### config.mk
export PLATFORM = sky130hd
export DESIGN_NAME = bp_fe_fetch_buffer
export DESIGN_NICKNAME = d
export VERILOG_FILES = /design/src/rtl/bp_fe_fetch_buffer.sv
export SDC_FILE = /design/constraint.sdc
export NUM_CORES = 1
export LEC_CHECK = 0
export BUFFER_PORTS_ARGS = -buffer_cell sky130_fd_sc_hd__buf_2
export CELL_PAD_IN_SITES_DETAIL_PLACEMENT = 2
export CELL_PAD_IN_SITES_GLOBAL_PLACEMENT = 2
export CORE_ASPECT_RATIO = 2
export CORE_MARGIN = 4
export CORE_UTILIZATION = 25
export DETAILED_ROUTE_END_ITERATION = 6
export PLACE_DENSITY_LB_ADDON = 0.1
export REMOVE_ABC_BUFFERS = 1
export SYNTH_ARGS = -nofsm -noshare
export SYNTH_HDL_FRONTEND = slang
export SYNTH_SLANG_ARGS = --single-unit
### constraint.sdc
create_clock -name clk_i -period 6.9 [get_ports clk_i]
set_clock_uncertainty 0.2 [all_clocks]
set_input_delay 2.07 -clock clk_i [delete_from_list [all_inputs] [get_ports clk_i]]
set_output_delay 2.07 -clock clk_i [all_outputs]
set_load 0.05 [all_outputs]
### src/rtl/bp_fe_fetch_buffer.sv
// Fetch decoupling buffer between the PC generator and the I$. It reserves a slot
// for every I$ request, pairs responses with their PCs in order, and poisons in-flight fetches on flush.
module bp_fe_fetch_buffer_chk #(
  parameter int ptr_width_lp = 5
) (
  input logic                    clk_i,
  input logic                    reset_n_i,
  input logic                    icache_data_v_i,
  input logic                    icache_miss_i,
  input logic                    resp_s,
  input logic                    outstanding_s,
  input logic                    fetch_yumi_i,
  input logic                    fetch_v_o,
  input logic                    poisoned_s,
  input logic [ptr_width_lp-1:0] rptr_r,
  input logic [ptr_width_lp-1:0] resp_ptr_r
);

  a_no_data_and_miss: assert property (@(posedge clk_i) disable iff (!reset_n_i)
    !(icache_data_v_i && icache_miss_i));

  a_no_stray_resp: assert property (@(posedge clk_i) disable iff (!reset_n_i)
    resp_s |-> outstanding_s);

  a_yumi_needs_valid: assert property (@(posedge clk_i) disable iff (!reset_n_i)
    fetch_yumi_i |-> fetch_v_o);

  a_poison_aligned: assert property (@(posedge clk_i) disable iff (!reset_n_i)
    poisoned_s |-> (rptr_r == resp_ptr_r));

endmodule

module bp_fe_fetch_buffer #(
  parameter int vaddr_width_p = 39,
  parameter int instr_width_p = 32,
  parameter int els_p         = 16
) (
  input  logic                     clk_i,
  input  logic                     reset_n_i,
  input  logic [vaddr_width_p-1:0] req_vaddr_i,
  input  logic                     req_v_i,
  output logic                     req_ready_o,
  output logic [vaddr_width_p-1:0] icache_vaddr_o,
  output logic                     icache_vaddr_v_o,
  input  logic                     icache_vaddr_ready_i,
  input  logic [instr_width_p-1:0] icache_data_i,
  input  logic                     icache_data_v_i,
  input  logic                     icache_miss_i,
  input  logic                     flush_i,
  output logic [vaddr_width_p-1:0] fetch_pc_o,
  output logic [instr_width_p-1:0] fetch_instr_o,
  output logic                     fetch_miss_o,
  output logic                     fetch_v_o,
  input  logic                     fetch_yumi_i
);

  localparam int idx_width_lp = $clog2(els_p);
  localparam int ptr_width_lp = idx_width_lp + 1;
  localparam logic [ptr_width_lp-1:0] els_lp  = ptr_width_lp'(els_p);
  localparam logic [ptr_width_lp-1:0] one_lp  = ptr_width_lp'(1);
  localparam logic [ptr_width_lp-1:0] zero_lp = {ptr_width_lp{1'b0}};

  logic [ptr_width_lp-1:0] wptr_r, rptr_r, resp_ptr_r, poison_cnt_r;
  logic [ptr_width_lp-1:0] wptr_n, rptr_n, resp_ptr_n, poison_cnt_n;
  logic [ptr_width_lp-1:0] occupancy_s, resp_ptr_next_s;
  logic                    credit_s, accept_s, resp_s, outstanding_s, resp_valid_s;
  logic                    poisoned_s, consume_s, resp_we_s;

  logic [vaddr_width_p-1:0] pc_mem_r    [els_p];
  logic [instr_width_p-1:0] instr_mem_r [els_p];
  logic [els_p-1:0]         miss_mem_r;

  // Credits come from registered pointers only, so a same-cycle yumi never frees a slot.
  assign occupancy_s      = wptr_r - rptr_r;
  assign credit_s         = occupancy_s < els_lp;
  assign poisoned_s       = poison_cnt_r != zero_lp;
  assign icache_vaddr_o   = req_vaddr_i;
  assign icache_vaddr_v_o = reset_n_i & req_v_i & credit_s & ~flush_i;
  assign req_ready_o      = reset_n_i & icache_vaddr_ready_i & credit_s & ~flush_i;
  assign accept_s         = req_v_i & req_ready_o;

  assign resp_s          = icache_data_v_i | icache_miss_i;
  assign outstanding_s   = (resp_ptr_r != wptr_r) | poisoned_s;
  assign resp_valid_s    = resp_s & outstanding_s;
  assign resp_ptr_next_s = resp_valid_s ? (resp_ptr_r + one_lp) : resp_ptr_r;
  assign resp_we_s       = resp_valid_s & ~poisoned_s & ~flush_i;

  assign fetch_v_o     = (rptr_r != resp_ptr_r) & ~poisoned_s;
  assign consume_s     = fetch_yumi_i & fetch_v_o;
  assign fetch_pc_o    = pc_mem_r[rptr_r[idx_width_lp-1:0]];
  assign fetch_instr_o = instr_mem_r[rptr_r[idx_width_lp-1:0]];
  assign fetch_miss_o  = miss_mem_r[rptr_r[idx_width_lp-1:0]];

  // Next-state for pointers and poison count; flush overrides accept and yumi.
  always_comb begin
    wptr_n       = wptr_r;
    rptr_n       = rptr_r;
    resp_ptr_n   = resp_ptr_r;
    poison_cnt_n = poison_cnt_r;
    if (flush_i) begin
      rptr_n       = resp_ptr_next_s;
      resp_ptr_n   = resp_ptr_next_s;
      poison_cnt_n = wptr_r - resp_ptr_next_s;
    end else begin
      if (accept_s) begin
        wptr_n = wptr_r + one_lp;
      end else begin
        wptr_n = wptr_r;
      end
      // A poisoned response retires its slot from the head as well.
      if (resp_valid_s && poisoned_s) begin
        poison_cnt_n = poison_cnt_r - one_lp;
        resp_ptr_n   = resp_ptr_r + one_lp;
        rptr_n       = rptr_r + one_lp;
      end else if (resp_valid_s) begin
        resp_ptr_n = resp_ptr_r + one_lp;
      end else begin
        resp_ptr_n = resp_ptr_r;
      end
      if (consume_s) begin
        rptr_n = rptr_r + one_lp;
      end else begin
        rptr_n = rptr_n;
      end
    end
  end

  // Pointer and poison state registers.
  always_ff @(posedge clk_i or negedge reset_n_i) begin
    if (!reset_n_i) begin
      wptr_r       <= zero_lp;
      rptr_r       <= zero_lp;
      resp_ptr_r   <= zero_lp;
      poison_cnt_r <= zero_lp;
    end else begin
      wptr_r       <= wptr_n;
      rptr_r       <= rptr_n;
      resp_ptr_r   <= resp_ptr_n;
      poison_cnt_r <= poison_cnt_n;
    end
  end

  // Entry storage; contents are qualified by the pointers, so no reset is needed.
  always_ff @(posedge clk_i) begin
    if (accept_s) begin
      pc_mem_r[wptr_r[idx_width_lp-1:0]] <= req_vaddr_i;
    end
    if (resp_we_s) begin
      instr_mem_r[resp_ptr_r[idx_width_lp-1:0]] <= icache_data_i;
      miss_mem_r[resp_ptr_r[idx_width_lp-1:0]]  <= icache_miss_i;
    end
  end

  bp_fe_fetch_buffer_chk #(.ptr_width_lp(ptr_width_lp)) chk (
    .clk_i           (clk_i),
    .reset_n_i       (reset_n_i),
    .icache_data_v_i (icache_data_v_i),
    .icache_miss_i   (icache_miss_i),
    .resp_s          (resp_s),
    .outstanding_s   (outstanding_s),
    .fetch_yumi_i    (fetch_yumi_i),
    .fetch_v_o       (fetch_v_o),
    .poisoned_s      (poisoned_s),
    .rptr_r          (rptr_r),
    .resp_ptr_r      (resp_ptr_r)
  );

endmodule

==> impl_results.md <==
- Largest family of logic cells by synthesized area: multiplexers
- Synthesis-to-finish area growth: 16.74%
- Compound-gate portion of the synthesized area: 1.329%
- Fin crit share: 86.62%
- CTS tree: built
- Post-layout net count: 2564
- Ys flop type: edfxtp_1
- H-tree lvl count: 3
- Critical Path Source Type: flip-flop
- I/O Pins: 193
- Crit Path Max Fanout: 37
- Final hold vios: 0
- Maximum number of pins on one net before global-route repair: between 100 and 150
- FF+latch count, synth: 1172
- Post-Synth XOR/XNOR Area: 0.6148%
- Proportion of layout cells with a drive suffix above 1: 29.52%
- Maximum VDD drop: 0.3274 mV
- Slew Viols, Final: 0
- Initial core utilization: 25.13%
- Comb pwr share: 34.6%
- First-pass GRT wire length: 197300 µm
- Row count: 221
- Clock power share: 28.0%
- Die ar.: 189600 µm²
- RSZ-0062 raised after global routing: false
- GRT Total Usage: ~15%
- Mapped Cells: 2241
- Final ANT Viol Nets: 0
- Cell Area, Synth: 45580 µm²
- Simple-gate share of the synthesized area: 4.318%
- Adder-Cell Fraction of Synth Area: 0.5380%
- LEAKAGE: 16.98 nW
- Pwr dens: 412.7 nW/µm²
- Initial antenna violation count: 8
- CTS Buffer Depth: 3
- GRT overflow: 0
- Vias per cell: 4.543
- Critical Path AT: 3.71 ns
- Residual DRC count: 0
- Post-CTS setup buffer count: 0
- Fin crit period: between 5 and 6 ns
- MaxCap Viol Count: 0
- Fmax: 167.3 MHz
- Worst-Margin Slew: 1.061 ns
- Yosys warnings: 0
- Routed wire length per instance: 28.15 µm
- Core Region: 181400 µm²
- EDFF count, synth: between 1000 and 1500
- Share of the synthesized area in the top cell type: 75.89%
- Yosys cell types: 40
- Final setup viols: 0
- Switch Pwr: between 0.008 and 0.009 W
- FF-to-FF setup slack: around 2.6 ns
- # port buffers: 192
- CP endpoint kind: primary output
- Number of global-route vias before repair: 26320
- DP Worst Slack: 1.517 ns
- Most common cell in the netlist: edfxtp_1
- Gpl congestion: between 0.6 and 0.7
- Post-synth ARST share: 1.706%
- Post-synthesis mux area share: 14.34%
- Slew headroom: 28.86%
- Fin worst setup slack: 0.9234 ns
- DR iter-0 viols: 1388
- Initial DRT Pass Iterations: 4
- TritonCTS Sinks: roughly 1200
- Status: finished clean
- Post-layout util: roughly 30%
- DP Wirelength: 82260 µm
- CTS Hold Bufs: 0
- Clock latency at the later pin of the worst-skew pair: roughly 0.71 ns
- CP required: 4.63 ns
- WL final: 138000 µm
- Global route hottest layer: met2
- Worst hold margin: 0.3811 ns
- Sw Share: 36.77%
- Die width: 309.9 µm
- Crit path kind: reg2out
- DR vias: 22270
- Fin cells: ~5000
- CTS root buf: clkbuf_16
- GR Util met2: between 20% and 30%
- Register area share after synthesis: about three quarters
- Internal: 0.01388 W
- M3 GR Usage: 1.974%
- Post-Syn Area per Cell: 20.34 µm²
- Post-cts sizing count: 0
- Clock transition at path regs: 0.07 ns
- Synth area leader: edfxtp_1
- Synth area leaders: edfxtp_1 (76%), mux4_2 (14%), nand2_1 (2.5%)
- Die Y: 611.9 µm
- HP Class: reg2reg
- Sequential share of power: 37.4%
- TritonCTS buffer count: 115
- Most frequent cells after synthesis: edfxtp_1 (1152), nand2_1 (306), mux4_2 (288)
- GR Layer Usage met1: 15.95%
- Placed Cells: 4690
[sequential cells by signal (all words and copies together) (netlist names)]
register,cells
miss_mem_r,16
wptr_r,5
pc_mem_r,624
poison_cnt_r,5
resp_ptr_r,5
rptr_r,5
instr_mem_r,512
[critical path: stages (launching register included)]
cell	delay, ns
dfrtp_4	0.74
inv_4	0.44
buf_4	0.68
nand2_1	0.09
and3_1	0.21
a31oi_1	0.35
buf_2	0.35
[through the flow]
step	area (µm²)	power (W)	setup TNS (ns)
2_1_floorplan	44790	0.01377	-5734.90
3_3_place_gp	49620	0.01628	0
3_5_place_dp	49620	0.01632	0
4_1_cts	53200	0.02262	0
5_1_grt	53210	0.02316	0
6_report	53210	0.02196	0
[cell families after synthesis]
group,after synthesis
and+or+nand+nor,454
muxes,293
DFF,1172
xor gates and xnor gates,32
adders and majority gates,19
buffers and inverters,175
AOI/OAI and AO/OA,96
[per-layer routing]
layer  wire (µm)  up-vias  part of all wire [%]
met5          42        -                 0.030
met4        2671        6                   1.9
met3        3864      147                   2.8
met2       80070      351                    58
met1       51330    12290                    37
li1            -     9478                     -
[final timing paths]
kind                                        from                         end  cells after the start
min in group asynchronous              reset_n_i     resp_ptr_r[4]$_DFF_PN0_                      2
max in group asynchronous              reset_n_i       rptr_r[2]$_DFFE_PN0P_                      2
max reg2reg                rptr_r[1]$_DFFE_PN0P_  pc_mem_r[12][20]$_DFFE_PP_                     10
min                        wptr_r[4]$_DFFE_PN0P_       wptr_r[4]$_DFFE_PN0P_                      1
max                        rptr_r[1]$_DFFE_PN0P_              fetch_pc_o[19]                      6
min reg2reg                wptr_r[4]$_DFFE_PN0P_       wptr_r[4]$_DFFE_PN0P_                      1
[placed cells by master, fill, tap and decap left out, types with 4 or more instances in the layout]
| master | netlist | routed |
|---|---|---|
| clkinvlp_4 | 0 | 5 |
| clkinv_2 | 0 | 23 |
| buf_2 | 31 | 192 |
| and3_1 | 72 | 72 |
| bufinv_16 | 0 | 8 |
| nor2_4 | 0 | 23 |
| nor3_1 | 15 | 7 |
| inv_1 | 17 | 14 |
| nor2_1 | 40 | 17 |
| xor2_1 | 14 | 14 |
| nor3_2 | 0 | 8 |
| dfrtp_1 | 20 | 16 |
| nand2_1 | 306 | 306 |
| buf_4 | 40 | 63 |
| buf_12 | 0 | 11 |
| ha_1 | 18 | 18 |
| edfxtp_1 | 1152 | 1152 |
| inv_6 | 0 | 4 |
| a21oi_1 | 9 | 9 |
| clkbuf_16 | 0 | 117 |
| mux4_2 | 288 | 288 |
| xnor2_1 | 18 | 18 |
| clkbuf_1 | 80 | 20 |
| clkinv_1 | 0 | 31 |
| dfrtp_4 | 0 | 4 |
| a31oi_1 | 72 | 72 |
| nand2b_1 | 5 | 5 |
| o21ai_0 | 7 | 7 |
[cell type report]
cell class | instances | area, µm²
fillers | 18290 | 128200
repair buffers | 266 | 1654
clock inverters | 72 | 585.6
diodes | 3 | 7.507
well taps | 2341 | 2929
inverters | 17 | 70.07
flip-flops and latches | 1172 | 35110
multi-input cells | 894 | 9854
clock buffers | 137 | 3003
[power groups by stage]
stage,Sequential (W),Clock (W),Combinational (W)
final,0.00821,0.00616,0.00760
after global routing,0.00824,0.00667,0.00826
after CTS,0.00823,0.00642,0.00796
after detailed placement,0.00838,0,0.00794
after global placement,0.00837,0,0.00790
after floorplan,0.00874,0,0.00503
Note: power is estimated with default switching activity, not from simulation.
